File: config.mk
export PLATFORM = sky130hd
export DESIGN_NAME = nemo_inert_intf
export DESIGN_NICKNAME = d
export VERILOG_FILES = /design/src/rtl/nemo_pkg.sv /design/src/rtl/nemo_inert_intf_spi_mnrch.sv /design/src/rtl/nemo_inert_intf.sv
export SDC_FILE = /design/constraint.sdc
export NUM_CORES = 1
export LEC_CHECK = 0
export BUFFER_PORTS_ARGS = -buffer_cell sky130_fd_sc_hd__buf_2
export CAP_MARGIN = 40
export CELL_PAD_IN_SITES_DETAIL_PLACEMENT = 0
export CELL_PAD_IN_SITES_GLOBAL_PLACEMENT = 1
export CORE_ASPECT_RATIO = 0.75
export CORE_UTILIZATION = 48
export DETAILED_ROUTE_END_ITERATION = 16
export MAX_ROUTING_LAYER = met4
export PLACE_DENSITY_LB_ADDON = 0.1
export SLEW_MARGIN = 20
export SYNTH_ARGS = -nofsm -noshare
export SYNTH_HDL_FRONTEND = slang
export SYNTH_SLANG_ARGS = --single-unit
File: constraint.sdc
create_clock -name clk -period 2.3 [get_ports clk]
set_input_delay 0.115 -clock clk [delete_from_list [all_inputs] [get_ports clk]]
set_output_delay 0.115 -clock clk [all_outputs]
set_load 0.05 [all_outputs]
File: src/rtl/nemo_pkg.sv
// nemo_pkg: shared types and constants for the NEMO inertial sensor interface.
//   nemo_state_t : main sequencer states (power-up wait, four config writes,
//                  idle, yaw low/high reads)
//   NEMO_*       : 16-bit SPI command words ({addr, data})
//   sat_sub16    : signed 16-bit a-b, clamped to the 16-bit signed range
package nemo_pkg;

  typedef enum logic [3:0] {
    ST_INIT_WAIT = 4'd0,
    ST_CFG0      = 4'd1,
    ST_CFG1      = 4'd2,
    ST_CFG2      = 4'd3,
    ST_CFG3      = 4'd4,
    ST_IDLE      = 4'd5,
    ST_RD_L      = 4'd6,
    ST_RD_H      = 4'd7
  } nemo_state_t;

  localparam logic [15:0] NEMO_CFG_INT  = 16'h0D02;  // data-ready interrupt enable
  localparam logic [15:0] NEMO_CFG_ACC  = 16'h1053;  // accel setup
  localparam logic [15:0] NEMO_CFG_GYRO = 16'h1150;  // gyro setup
  localparam logic [15:0] NEMO_CFG_RND  = 16'h1460;  // rounding mode
  localparam logic [15:0] NEMO_RD_YAWL  = 16'hA600;  // read yaw rate low byte
  localparam logic [15:0] NEMO_RD_YAWH  = 16'hA700;  // read yaw rate high byte

  function automatic logic [15:0] sat_sub16(input logic [15:0] a, input logic [15:0] b);
    logic [16:0] d;
    d = {a[15], a} - {b[15], b};
    // Overflow shows as the sign-extension bit disagreeing with bit 15.
    if (d[16] != d[15]) return d[16] ? 16'h8000 : 16'h7FFF;
    return d[15:0];
  endfunction

endpackage

File: src/rtl/nemo_inert_intf_spi_mnrch.sv
// spi_mnrch: 16-bit SPI monarch, mode 3 (SCLK idles high).
//   clk, rst_n    : clock, async active-low reset
//   wrt, wt_data  : start a frame carrying wt_data (ignored while a frame runs)
//   done          : one-clk pulse coincident with SS_n rising
//   rd_data       : 16 bits captured from MISO, MSB first
//   SS_n/SCLK/MOSI/MISO : SPI pins
// SCLK period is 2^DIV_W clocks. The first falling edge comes half a period
// after SS_n falls; MOSI changes on falls, MISO is sampled on rises.
module spi_mnrch #(
  parameter int DIV_W = 4
) (
  input  logic        clk,
  input  logic        rst_n,
  input  logic        wrt,
  input  logic [15:0] wt_data,
  output logic        done,
  output logic [15:0] rd_data,
  output logic        SS_n,
  output logic        SCLK,
  output logic        MOSI,
  input  logic        MISO
);

  // div value on the last clk of the high / low phase of SCLK
  localparam logic [DIV_W-1:0] DIV_HALF = {1'b0, {(DIV_W-1){1'b1}}};
  localparam logic [DIV_W-1:0] DIV_LAST = {DIV_W{1'b1}};
  localparam logic [DIV_W-1:0] DIV_ONE  = {{(DIV_W-1){1'b0}}, 1'b1};

  logic             ss_n_q,  ss_n_d;
  logic             sclk_q,  sclk_d;
  logic [DIV_W-1:0] div_q,   div_d;
  logic [4:0]       bit_q,   bit_d;
  logic [15:0]      shft_q,  shft_d;
  logic             miso_q,  miso_d;
  logic             first_q, first_d;
  logic             done_q,  done_d;

  always_comb begin
    ss_n_d  = ss_n_q;
    sclk_d  = sclk_q;
    div_d   = div_q;
    bit_d   = bit_q;
    shft_d  = shft_q;
    miso_d  = miso_q;
    first_d = first_q;
    done_d  = 1'b0;
    if (ss_n_q) begin
      if (wrt) begin
        ss_n_d  = 1'b0;
        sclk_d  = 1'b1;
        div_d   = '0;
        bit_d   = '0;
        shft_d  = wt_data;
        first_d = 1'b1;
      end
    end else begin
      div_d = div_q + DIV_ONE;
      if (div_q == DIV_HALF) begin
        if (bit_q == 5'd16) begin
          // Where the 17th fall would be: close the frame and shift in the
          // bit sampled on the 16th rise.
          ss_n_d = 1'b1;
          sclk_d = 1'b1;
          shft_d = {shft_q[14:0], miso_q};
          done_d = 1'b1;
        end else begin
          sclk_d  = 1'b0;
          first_d = 1'b0;
          // The first fall must not shift: bit 15 has not been sampled yet.
          if (!first_q) shft_d = {shft_q[14:0], miso_q};
        end
      end else if (div_q == DIV_LAST) begin
        sclk_d = 1'b1;
        miso_d = MISO;
        bit_d  = bit_q + 5'd1;
      end
    end
  end

  always_ff @(posedge clk or negedge rst_n) begin
    if (!rst_n) begin
      ss_n_q  <= 1'b1;
      sclk_q  <= 1'b1;
      div_q   <= '0;
      bit_q   <= '0;
      shft_q  <= '0;
      miso_q  <= 1'b0;
      first_q <= 1'b0;
      done_q  <= 1'b0;
    end else begin
      ss_n_q  <= ss_n_d;
      sclk_q  <= sclk_d;
      div_q   <= div_d;
      bit_q   <= bit_d;
      shft_q  <= shft_d;
      miso_q  <= miso_d;
      first_q <= first_d;
      done_q  <= done_d;
    end
  end

  assign SS_n    = ss_n_q;
  assign SCLK    = sclk_q;
  assign MOSI    = ~ss_n_q & shft_q[15];
  assign done    = done_q;
  assign rd_data = shft_q;

endmodule

File: src/rtl/nemo_inert_intf.sv
// nemo_inert_intf: SPI link to the NEMO inertial sensor.
//   clk, rst_n      : clock, async active-low reset
//   SS_n/SCLK/MOSI/MISO : SPI pins to NEMO
//   INT             : NEMO data-ready (asynchronous, synchronized here)
//   init_done       : config writes complete (sticky until reset)
//   yaw_rt, vld     : signed yaw rate {yawH, yawL} and its one-clk strobe
//   cal_done        : only with YAW_OFFSET_CAL_EN; offset calibration finished
// After a 2^INIT_WAIT_W clock power-up wait, four config words are written,
// then each INT triggers a yawL/yawH read pair.
// Optional macro YAW_OFFSET_CAL_EN: the first 16 readings are averaged into
// a zero offset that is then subtracted (saturating) from every reading;
// vld stays low until calibration finishes.
module nemo_inert_intf
  import nemo_pkg::*;
#(
  parameter int INIT_WAIT_W = 16,
  parameter int SCLK_DIV_W  = 4
) (
  input  logic        clk,
  input  logic        rst_n,
  output logic        SS_n,
  output logic        SCLK,
  output logic        MOSI,
  input  logic        MISO,
  input  logic        INT,
  output logic        init_done,
  output logic [15:0] yaw_rt,
  output logic        vld
`ifdef YAW_OFFSET_CAL_EN
  ,
  output logic        cal_done
`endif
);

  localparam logic [INIT_WAIT_W-1:0] WAIT_ONE = {{(INIT_WAIT_W-1){1'b0}}, 1'b1};

  nemo_state_t            state_q, state_d;
  logic [INIT_WAIT_W-1:0] wait_cnt_q, wait_cnt_d;
  logic [7:0]             yawl_q, yawl_d;
  logic [15:0]            yaw_q, yaw_d;
  logic                   vld_q, vld_d;
  logic                   init_done_q, init_done_d;
  logic                   int_ff1_q, int_ff2_q;  // int_ff2_q is INT_ff2

  logic        wrt;
  logic [15:0] cmd;
  logic        done;
  logic [15:0] rd_data;
  logic [15:0] raw;
  logic        rd_hi_unused;

`ifdef YAW_OFFSET_CAL_EN
  logic [3:0]  cal_cnt_q, cal_cnt_d;
  logic [19:0] cal_sum_q, cal_sum_d;
  logic [15:0] yaw_off_q, yaw_off_d;
  logic        cal_done_q, cal_done_d;
`endif

  spi_mnrch #(.DIV_W(SCLK_DIV_W)) u_spi (
    .clk     (clk),
    .rst_n   (rst_n),
    .wrt     (wrt),
    .wt_data (cmd),
    .done    (done),
    .rd_data (rd_data),
    .SS_n    (SS_n),
    .SCLK    (SCLK),
    .MOSI    (MOSI),
    .MISO    (MISO)
  );

  // Only the data byte of a read frame matters; the upper byte is the
  // sensor's don't-care during address shift-out.
  assign rd_hi_unused = ^rd_data[15:8];
  assign raw          = {rd_data[7:0], yawl_q};

  always_comb begin
    state_d     = state_q;
    wait_cnt_d  = wait_cnt_q;
    yawl_d      = yawl_q;
    yaw_d       = yaw_q;
    vld_d       = 1'b0;
    init_done_d = init_done_q;
    wrt         = 1'b0;
    cmd         = NEMO_CFG_INT;
`ifdef YAW_OFFSET_CAL_EN
    cal_cnt_d   = cal_cnt_q;
    cal_sum_d   = cal_sum_q;
    yaw_off_d   = yaw_off_q;
    cal_done_d  = cal_done_q;
`endif
    // Every wrt below is issued either from INIT_WAIT/IDLE (SPI idle) or on
    // the done pulse, when SS_n has just risen, so frames never overlap.
    case (state_q)
      ST_INIT_WAIT: begin
        wait_cnt_d = wait_cnt_q + WAIT_ONE;
        if (&wait_cnt_q) begin
          wrt     = 1'b1;
          cmd     = NEMO_CFG_INT;
          state_d = ST_CFG0;
        end
      end
      ST_CFG0: if (done) begin
        wrt     = 1'b1;
        cmd     = NEMO_CFG_ACC;
        state_d = ST_CFG1;
      end
      ST_CFG1: if (done) begin
        wrt     = 1'b1;
        cmd     = NEMO_CFG_GYRO;
        state_d = ST_CFG2;
      end
      ST_CFG2: if (done) begin
        wrt     = 1'b1;
        cmd     = NEMO_CFG_RND;
        state_d = ST_CFG3;
      end
      ST_CFG3: if (done) begin
        init_done_d = 1'b1;
        state_d     = ST_IDLE;
      end
      ST_IDLE: if (int_ff2_q) begin
        wrt     = 1'b1;
        cmd     = NEMO_RD_YAWL;
        state_d = ST_RD_L;
      end
      ST_RD_L: if (done) begin
        yawl_d  = rd_data[7:0];
        wrt     = 1'b1;
        cmd     = NEMO_RD_YAWH;
        state_d = ST_RD_H;
      end
      ST_RD_H: if (done) begin
        state_d = ST_IDLE;
`ifdef YAW_OFFSET_CAL_EN
        if (!cal_done_q) begin
          cal_sum_d = cal_sum_q + {{4{raw[15]}}, raw};
          cal_cnt_d = cal_cnt_q + 4'd1;
          if (cal_cnt_q == 4'hF) begin
            cal_done_d = 1'b1;
            yaw_off_d  = cal_sum_d[19:4];  // arithmetic >>4 of the 20-bit sum
          end
        end else begin
          yaw_d = sat_sub16(raw, yaw_off_q);
          vld_d = 1'b1;
        end
`else
        yaw_d = raw;
        vld_d = 1'b1;
`endif
      end
      default: state_d = ST_INIT_WAIT;
    endcase
  end

  always_ff @(posedge clk or negedge rst_n) begin
    if (!rst_n) begin
      state_q     <= ST_INIT_WAIT;
      wait_cnt_q  <= '0;
      yawl_q      <= '0;
      yaw_q       <= '0;
      vld_q       <= 1'b0;
      init_done_q <= 1'b0;
      int_ff1_q   <= 1'b0;
      int_ff2_q   <= 1'b0;
    end else begin
      state_q     <= state_d;
      wait_cnt_q  <= wait_cnt_d;
      yawl_q      <= yawl_d;
      yaw_q       <= yaw_d;
      vld_q       <= vld_d;
      init_done_q <= init_done_d;
      int_ff1_q   <= INT;
      int_ff2_q   <= int_ff1_q;
    end
  end

`ifdef YAW_OFFSET_CAL_EN
  always_ff @(posedge clk or negedge rst_n) begin
    if (!rst_n) begin
      cal_cnt_q  <= '0;
      cal_sum_q  <= '0;
      yaw_off_q  <= '0;
      cal_done_q <= 1'b0;
    end else begin
      cal_cnt_q  <= cal_cnt_d;
      cal_sum_q  <= cal_sum_d;
      yaw_off_q  <= yaw_off_d;
      cal_done_q <= cal_done_d;
    end
  end
  assign cal_done = cal_done_q;
`endif

  assign init_done = init_done_q;
  assign yaw_rt    = yaw_q;
  assign vld       = vld_q;

endmodule

==> results.py <==
metrics = {
    "worst_setup_path": {
        "arrival_ns": 2.35,
        "critPathRequiredTime_ns": 2.53,
        "critPathMaxFanout": 7,
        "worstSetupStartpointType": "flop",
        "path_class": "flop to flop",
        "crit_path_end_kind": "flop",
    },
    "logic_synthesis": {
        "synthMuxAreaShare_pct": 11.6,
        "synthCells": 315,
        "synth.area.top_cells": "dfrtp_1 (53%), mux2_2 (6.6%), nand2_1 (3.7%), mux2_4 (3.0%), xnor2_1 (3.0%)",
        "synth_area_leader_cell": "dfrtp_1",
        "ys_types": 47,
        "syn-num-nets": 327,
        "avgSynthCellArea_sq_um": 11.3,
        "synth_top_family_by_area": "simple AND/OR/NAND/NOR gates",
        "ys_warn_count": 0,
        "ys.flop_type": "dfrtp_1",
        "synthDominantCellAreaShare_pct": 52.7,
        "seq_area_frac_synth_pct": 54.2,
        "synthXorXnorAreaFrac_pct": 4.68,
        "synth_area_sq_um": 3560,
        "async_flop_share_pct": 100,
        "synth_edf_count": 0,
        "synth-compound-area-share_pct": 9.74,
        "synth-simple-area-share_pct": 13.5,
        "synthAdderAreaFrac_pct": 2.81,
        "ys_ff_latch": 77,
    },
    "placed_design": {
        "io_buffers": 24,
        "placed_cell_area_sq_um": 3850,
        "routabilityCongestion": 0.814,
        "dp_hpwl_um": 4800,
        "dpl_worst_slack_ns": 0.229,
    },
    "cells_and_area": {
        "drive_above_1_share_pct": 25.4,
        "syn_to_final_growth_pct": 14.6,
        "layout.nets": 365,
        "fin_util_pct": 58.3,
        "n_antenna_cell": 0,
        "finish.instance_area_sq_um": 4080,
        "fill_cells": 639,
    },
    "global_routing": {
        "grt_usage_pct": 20.8,
        "use_met3_pct": 4.95,
        "antenna_found_initial": 0,
        "grt_pass1_vias": 2297,
        "overflow": 0,
        "grt_use_met1_pct": 31.5,
        "grt_max_degree": 42,
        "grt_use_met2_pct": 26.8,
        "grt_pass1_wl_um": 11800,
        "busiest_layer": "met1",
    },
    "clock_network": {
        "insertion_delay_ns": 0.35,
        "htree_levels": 3,
        "cts_tree": "yes",
        "cts_max_path_buffers": 2,
        "path_clk_slew_ns": 0.09,
        "cts_made_buffers": 9,
        "cts_root_buffer": "clkbuf_8",
        "clock_sinks": 77,
    },
    "min_path": {
        "hold_path.class": "input port to asynchronous set/reset pin",
    },
    "status": {
        "status": "completed",
    },
    "route": {
        "dr_total_vias": 2379,
        "drtIter0Drc": 123,
        "via_per_inst": 5.22,
        "post-route-drc-count": 0,
        "routed_wl_um": 6830,
        "firstDrtPassIters": 4,
        "ant_nets": 0,
        "routedWlPerCell_um": 15.0,
    },
    "sta": {
        "setup_viol": 0,
        "finalClockSkew_ns": 0.0129,
        "whs_ns": 0.252,
        "worst_slack_ns": 0.183,
        "tightest_slew_ns": 0.485,
        "relSlewSlack_pct": 67.6,
        "clock.fmax_ghz": 0.472,
        "setup_tns_ns": 0,
        "maxSlewViolCount": 0,
        "post-route-period-util_pct": 92.1,
        "hold_viol": 0,
        "rsz0062_at_grt": "no",
        "period_minus_slack_ns": 2.12,
    },
    "die": {
        "ios": 25,
        "dieWidth_um": 101,
        "fp.dieH_um": 76.6,
        "num_rows": 26,
        "coreArea_sq_um": 6990,
        "die_area_sq_um": 7770,
        "start_util_pct": 50.9,
    },
    "power": {
        "ir_drop_mv": 0.282,
        "leakage_uw": 0.00196,
        "powerDensity_nw_per_um2": 599,
    },
    "run": {
        "cap_violations": 0,
    },
}
## kinds of logic after synthesis
kind of cell	after synthesis
and+or+nand+nor	95
buffers and inverters	30
xor gates and xnor gates	19
DFF	77
adders and majority gates	8
AOI/OAI and AO/OA	51
muxes	35
## power breakdown
group          internal, uW  switching (uW)  total, uW
Sequential             1360            3.47       1360
Clock                   533             506       1040
Combinational          12.8            29.4       42.2
## path summary, 6_finish.rpt
kind	endpoint	depth (start not counted)	start	slack (ns)
worst max-delay path	wait_cnt_q[12]$_DFFE_PN0P_	8	state_q[0]$_DFFE_PN0P_	0.18
worst min-delay path	yaw_rt[3]$_DFFE_PN0P_	2	rst_n	0.25
worst max register to register	wait_cnt_q[12]$_DFFE_PN0P_	8	state_q[0]$_DFFE_PN0P_	0.18
worst min register to register	int_ff2_q$_DFF_PN0_	0	int_ff1_q$_DFF_PN0_	0.35
max in group asynchronous	wait_cnt_q[12]$_DFFE_PN0P_	3	rst_n	1.46
min in group clk	int_ff2_q$_DFF_PN0_	0	int_ff1_q$_DFF_PN0_	0.35
## final cells by class
| cell class | count | area [sq um] | area share, % |
|---|---|---|---|
| Timing Repair Buffer | 39 | 255 | 6.26 |
| Tap cell | 98 | 123 | 3.01 |
| Clock buffer | 11 | 141 | 3.47 |
| Multi-Input combinational cell | 208 | 1500 | 36.9 |
| Sequential cell | 77 | 1930 | 47.3 |
| Inverter | 18 | 67.6 | 1.66 |
| Clock inverter | 5 | 58.8 | 1.44 |
## repair_timing
action | in CTS | in global routing
resized for setup | 0 | 0
setup buffers | 0 | 0
endpoints found under the hold margin | 36 | 0
hold buffers | 3 | 0
## state kept, by name, summed over array words and instances (netlist names)
name and flops:
u_spi.bit_q 5, u_spi.SS_n 1, u_spi.div_q 4, u_spi.SCLK 1, wait_cnt_q 16, yawl_q 8, u_spi.done 1, state_q 3
vld 1, u_spi.miso_q 1, int_ff1_q 1, init_done 1, u_spi.rd_data 16, int_ff2_q 1, yaw_rt 16, u_spi.first_q 1
## cell usage after synthesis, types with 5 or more instances
cell type and instances:
a21oi_1 5, nor2_1 16, dfrtp_1 75, mux2_4 7, xnor2_1 12, nand3_1 14
xor2_1 7, inv_1 18, clkbuf_1 6, o21ai_0 16, mux2_2 21, mux2i_1 7
o22ai_1 6, ha_1 8, nand2_1 35
## per-stage QoR
step / total power [uW] / instances
6_report: 2440 / 456
5_1_grt: 2540 / 456
4_1_cts: 2470 / 456
3_5_place_dp: 1430 / 437
3_3_place_gp: 1420 / 436
2_1_floorplan: 1390 / 315
## worst max-delay path, cell delays in order (launching register included)
cell and delay [ns]:
dfrtp_1 0.40, inv_1 0.15, ha_1 0.26, nor2b_1 0.23
buf_4 0.19, and3_1 0.24, nor2b_1 0.25, nand4_1 0.14
xnor2_1 0.14
## per-layer routing
| layer | wire [um] | part of all wire, % |
|---|---|---|
| met1 | 3670 | 54 |
| met3 | 230 | 3.4 |
| met5 | 0 | 0 |
| met4 | 91 | 1.3 |
| met2 | 2840 | 42 |
## cells in the final DEF, fill, tap and decap left out, types with 4 or more instances in the layout
cell type   n
a21oi_1     5
a31o_2      4
buf_2      23
buf_4      12
clkbuf_8   10
dfrtp_1    75
ha_1        8
inv_1      18
mux2_2     21
mux2_4      7
mux2i_1     7
nand2_1    35
nand3_1    14
nand4_1     4
nor2_1     16
nor2b_1     4
nor3_1      4
o21ai_0    16
o22ai_1     6
xnor2_1    12
xor2_1      7
(Power assumes the default switching activity.)
